--- src/rtl/mux_nto1_reg.sv ---
// Registered N-to-1 channel multiplexer with per-channel valid/ready handshakes.
// Grant comes from an explicit select (MODE 0) or a round-robin scan (MODE 1).
module mux_nto1_reg #(
  parameter int SIZE     = 32,
  parameter int CHANNELS = 4,
  parameter int SEL_W    = $clog2(CHANNELS),
  parameter int MODE     = 0
) (
  input  logic                     clk_i,
  input  logic                     rst_i,
  input  logic [CHANNELS*SIZE-1:0] data_i,
  input  logic [CHANNELS-1:0]      valid_i,
  output logic [CHANNELS-1:0]      ready_o,
  input  logic [SEL_W-1:0]         select_i,
  output logic [SIZE-1:0]          data_o,
  output logic                     valid_o,
  output logic [SEL_W-1:0]         chan_o,
  input  logic                     ready_i
);

  logic [SEL_W-1:0] ptr;
  logic [SEL_W-1:0] grant;
  logic             grant_valid;
  logic             slot_free;
  logic             transfer;
  logic [SIZE-1:0]  grant_data;

  assign slot_free = !valid_o || ready_i;

  // The round-robin scan runs from the highest offset down, so the nearest
  // valid channel after ptr is the last one written and wins.
  always_comb begin
    int               idx;
    logic [SEL_W-1:0] idx_s;
    grant       = '0;
    grant_valid = 1'b0;
    idx         = 0;
    idx_s       = '0;
    if (MODE == 0) begin
      if (int'(select_i) < CHANNELS) begin
        if (valid_i[select_i]) begin
          grant       = select_i;
          grant_valid = 1'b1;
        end
      end
    end else begin
      for (int i = CHANNELS; i >= 1; i--) begin
        idx   = (int'(ptr) + i) % CHANNELS;
        idx_s = SEL_W'(idx);
        if (valid_i[idx_s]) begin
          grant       = idx_s;
          grant_valid = 1'b1;
        end
      end
    end
  end

  always_comb begin
    ready_o    = '0;
    grant_data = '0;
    for (int k = 0; k < CHANNELS; k++) begin
      if (grant == SEL_W'(k)) begin
        grant_data = data_i[k*SIZE +: SIZE];
        ready_o[k] = grant_valid && slot_free && !rst_i;
      end
    end
  end

  assign transfer = |(valid_i & ready_o);

  // Output slot: a transfer replaces the entry, a bare consume only clears valid.
  always_ff @(posedge clk_i) begin
    if (rst_i) begin
      valid_o <= 1'b0;
      data_o  <= '0;
      chan_o  <= '0;
      ptr     <= SEL_W'(CHANNELS - 1);
    end else if (transfer) begin
      valid_o <= 1'b1;
      data_o  <= grant_data;
      chan_o  <= grant;
      if (MODE == 1) ptr <= grant;
    end else if (valid_o && ready_i) begin
      valid_o <= 1'b0;
    end
  end

endmodule

--- config.mk ---
export PLATFORM = sky130hd
export DESIGN_NAME = mux_nto1_reg
export DESIGN_NICKNAME = d
export VERILOG_FILES = /design/src/rtl/mux_nto1_reg.sv
export SDC_FILE = /design/constraint.sdc
export NUM_CORES = 1
export LEC_CHECK = 0
export CAP_MARGIN = 20
export CORE_MARGIN = 5
export CORE_UTILIZATION = 31
export DETAILED_ROUTE_END_ITERATION = 8
export PLACE_DENSITY_LB_ADDON = 0.12
export SETUP_SLACK_MARGIN = 0.4
export SYNTH_ARGS = -nofsm -noshare
export SYNTH_HDL_FRONTEND = slang
export SYNTH_SLANG_ARGS = --single-unit
--- constraint.sdc ---
create_clock -name clk_i -period 2.5 [get_ports clk_i]
set_input_delay 0.75 -clock clk_i [delete_from_list [all_inputs] [get_ports clk_i]]
set_output_delay 0.75 -clock clk_i [all_outputs]
set_load 0.05 [all_outputs]
# == After elaboration in Yosys (flattened, before gate mapping) ==
# Cells that the tools add are included.
# Widths: inputs -> output; s select.
# classes
magnitude_cmp,1
eq_ne,3
n_mux,14
bitwise_logic,1
reduce_logical,9
# op_table
cell,n
$mux 32,4
$mux 1,8
$and 4x4->4,1
$eq 2x2->1 const B,2
$reduce_or 4->1,1
$logic_and 1x1->1,3
$lt 2x3->1 const B,1
$bmux 1 s2,1
$eq 2x1->1 const B,1
$logic_not 1->1,2
$logic_not 2->1,1
$mux 2,1
$reduce_bool 2->1,1
$logic_or 1x1->1,1
# word_totals
register_bits,35
in_bits,137
out_inout_bits,39
wordCells,31

# == Longest topological paths before layout ==
# depth
word_depth,9
depth_mapped,7
ltp_nobuf,4

# == Worst setup path before layout ==
# Ideal clock, no wire load.
# synth_path
path_kind,input-to-output
from,input select_i[0]
to,output ready_o[1]
arrival_time_ns,2.579
required_ns,1.750
slack_ns,-0.829
cell_stages,5
path_buffers,2
cell_sequence,buf_6 > mux4_2 > nand3b_4 > buf_6 > nor3_1
# synth_via
elab_chain_cells,6
elab_cells_between_ends,8
classes_between,eq/ne: 1; mux: 5; reduce/logical: 2
# synth_rtl
item,line,source
"start, declared",14,"input logic [SEL_W-1:0] select_i,"
$bmux 1 s2,41,if (valid_i[select_i]) begin
$mux 1 (implied by the code),41,
$mux 1,41,
$logic_and 1x1->1 (2 in series),64,ready_o[k] = grant_valid && slot_free && !rst_i;
$mux 1 *,62,if (grant == SEL_W'(k)) begin
"end, declared",13,"output logic [CHANNELS-1:0] ready_o,"
# Every way passes the cells marked *; elsewhere a longest branch is shown, timed or not. The select of a mux whose other input is x is not followed.

# == Worst setup path in the final report ==
# Same ends and word-level chain as after synthesis.

==> flow_summary.toml <==
[logic_synthesis]
synth_xor_area_share_pct = 0
synth_area_leaders = "dfxtp_1, a211oi_2, a21oi_1"
syn_avg_cell_area_sq_um = 9.70
yosys_register_bits = 35
yosys-top-cells-count = "a21oi_1, dfxtp_1, a211oi_2"
ys_warn_count = 0
synth_top_cell_by_area = "dfxtp_1"
synth.area.mux_share_pct = 8.29
yosys.area.top_type_share_pct = 27.2
synthAdderAreaFrac_pct = 0
synth-simple-area-share_pct = 16.6
synth_top_family_by_area = "compound AO/OA/AOI/OAI gates"
synth_fp_nets = 403
synth_compound_area_share_pct = 40.6
synth_most_common_cell = "a21oi_1"
seq_area_frac_synth_pct = 27.2
syn_area_sq_mm = 0.00258
synth_cells = 266
synth.distinct_cells = 36
synth_edf_count = 0
async_flop_share_pct = 0
synth_ff_type = "dfxtp_1"

[timing]
fin_crit_sh_pct = 98.9
fin_worst_skew_ps = 2.03
fin_crit_ps = 2470
finalSetupTns_ps = 0
rsz0062_at_grt = "true"
drv_slew = 0
slew_headroom_pct = 64.9
holdWs_ps = 463
worst_slew_pin_slew_ps = 528
hold_violations = 0
setup_violations = 0
fmax_ghz = 0.404

[global_routing]
grt_pass1_wl_um = 15000
grt-ovfl-total = 0
grt_pass1_vias = 3072
grt_max_degree = 23
antenna_found_initial = 0
grtUsageTotal_pct = 18.3

[critical_path]
reg2reg_depth = 6
cp.required_ps = 1750
cp-startpoint = "select_i[0]"
start_kind = "input port"
endpoint_kind = "output port"
rrSetupSlack_ps = 1140
worstSetupPathType = "input port to output port"
worstReg2RegEnd = "data_o[9]"
cp_max_fo = 4
crit_arrival_ps = 1720
r2r-start = "valid_o"
max_stage_delay_ps = 550
slowest_stage = "mux4_2"
crit_chain = "buf_8 -> mux4_2 -> nand3b_4 -> nor3_4 -> buf_12"

[power]
p_comb_share_pct = 46.4
switching_share_pct = 36.8
p_clk_share_pct = 20.7
p_seq_share_pct = 32.9
power_density_mw_per_mm2 = 416
netSwitchingPower_uw = 728
ir_worst_vdd_mv = 0.229
p_leak_uw = 0.00188
internal-power_uw = 1250
finalPower_uw = 1980

[clock_network]
cts_buffer_depth = 2
cts_tree = "done"
clk_pin_slew_worst_paths_ps = 70
htreeDepth = 2
cts_root_buf = "clkbuf_8"
cts_made_buffers = 5
clk_latency_ps = 280
cts_sinks = 35

[final_layout]
post-route-util_pct = 58.2
drive_above_1_share_pct = 30.0
layout.nets = 589
area_delta_synth_final_pct = 84.5
insertedDiodeCount = 0
layout.cells.non_filler = 558
regArea_sq_um = 701
multiInputGateArea_sq_mm = 0.00181
fillerInstances = 743

[floorplanning]
pin_count = 176
die_area_sq_mm = 0.0102
initial_utilization_pct = 31.6
rows = 33
die_h_um = 101
die_w_um = 101
coreArea_sq_mm = 0.00818

[route]
drt_wl_total_um = 9630
wl_per_cell_um = 17.3
vias = 2842
via_per_inst = 5.09
drt_iter0_markers = 53
drt-pass1-iter-count = 4
drc = 0
ant_nets = 0

[placed_design]
routabilityCongestion = 0.783
dp_cells = 549
port_buffers = 175
dp_hpwl_um = 7460

[min_path]
hp-class = "register to register"
hold_depth = 2
min_from = "chan_o[0]"
hold_end = "chan_o[0]"

[outcome]
status = "finished clean"

[run]
maxCapViolations = 0
-- how the worst max path moves through the flow --
stage	endpoint	slack, ps	cells after the start
after detailed placement	ready_o[1]	-470	5
final	ready_o[1]	30	5
after global routing	ready_o[1]	4	5
after global placement	ready_o[1]	-460	5
after floorplan	ready_o[1]	-190	5
after CTS	ready_o[1]	-20	5
-- sequential cells by signal, indices dropped and copies added, names as in the netlist --
name,cells
chan_o,2
data_o,32
valid_o,1
-- area by class of cell --
cell class	count	area share [%]
Tap cell	105	2.76
Inverter	2	0.158
Timing Repair Buffer	204	42.6
Multi-Input combinational cell	204	38.0
Clock buffer	6	1.52
Sequential cell	35	14.7
Clock inverter	2	0.263
-- through the flow --
stage                     setup slack (ps)  cell area (sq um)
after floorplan                       -192               2700
final                                 27.5               4760
after global routing                  4.08               4760
after detailed placement              -471               4700
after CTS                            -22.5               4760
after global placement                -459               4700
-- cell families (layout without fill, tap and decap cells) --
group,after synthesis,after routing
AO/OA/AOI/OAI,131,131
flip-flops,35,35
multiplexers,18,18
buffers and inverters,27,214
AND/OR/NAND/NOR,55,55
-- placed cells by master (no fill, tap or decap), types with 8 or more instances in the layout --
cell type        Yosys  routed
dfxtp_1             35      35
a21oi_1             47      47
a22oi_1              8       8
buf_4                0      23
a22o_1              17      17
dlygate4sd2_1        0      35
nor2_4              19      31
mux2_2              17      17
buf_12               2       9
clkdlybuf4s50_1      0     128
a211oi_2            28      28
-- power groups by stage --
stage | clock network (uW) | logic [uW] | registers (uW)
after floorplan | 0 | 369 | 835
after global placement | 0 | 948 | 663
after detailed placement | 0 | 954 | 665
after CTS | 433 | 928 | 652
after global routing | 467 | 975 | 657
final | 410 | 918 | 651
-- metal layers --
| layer | vias up | wire length, um | GRT usage (%) |
|---|---|---|---|
| met5 | - | 0 | 0 |
| li1 | 1394 | - | - |
| met4 | 0 | 63 | 3.78 |
| met2 | 115 | 4960 | 34.1 |
| met3 | 4 | 892 | 5.30 |
| met1 | 1329 | 3720 | 20.7 |
-- critical path: cells and delay by family --
family | cells | cell delay (ps)
multiplexers | 1 | 550
buffers and inverters | 2 | 220
AND/OR/NAND/NOR | 2 | 190
-- repair_timing --
item / CTS / global route
gates cloned: 0 / 0
hold buffers: 0 / 0
gates resized for setup: 72 / 1
setup endpoints to repair: 72 / 4
setup buffers: 1 / 0
pin swaps: 5 / 1
No activity file was read; power rests on OpenSTA's default activity.
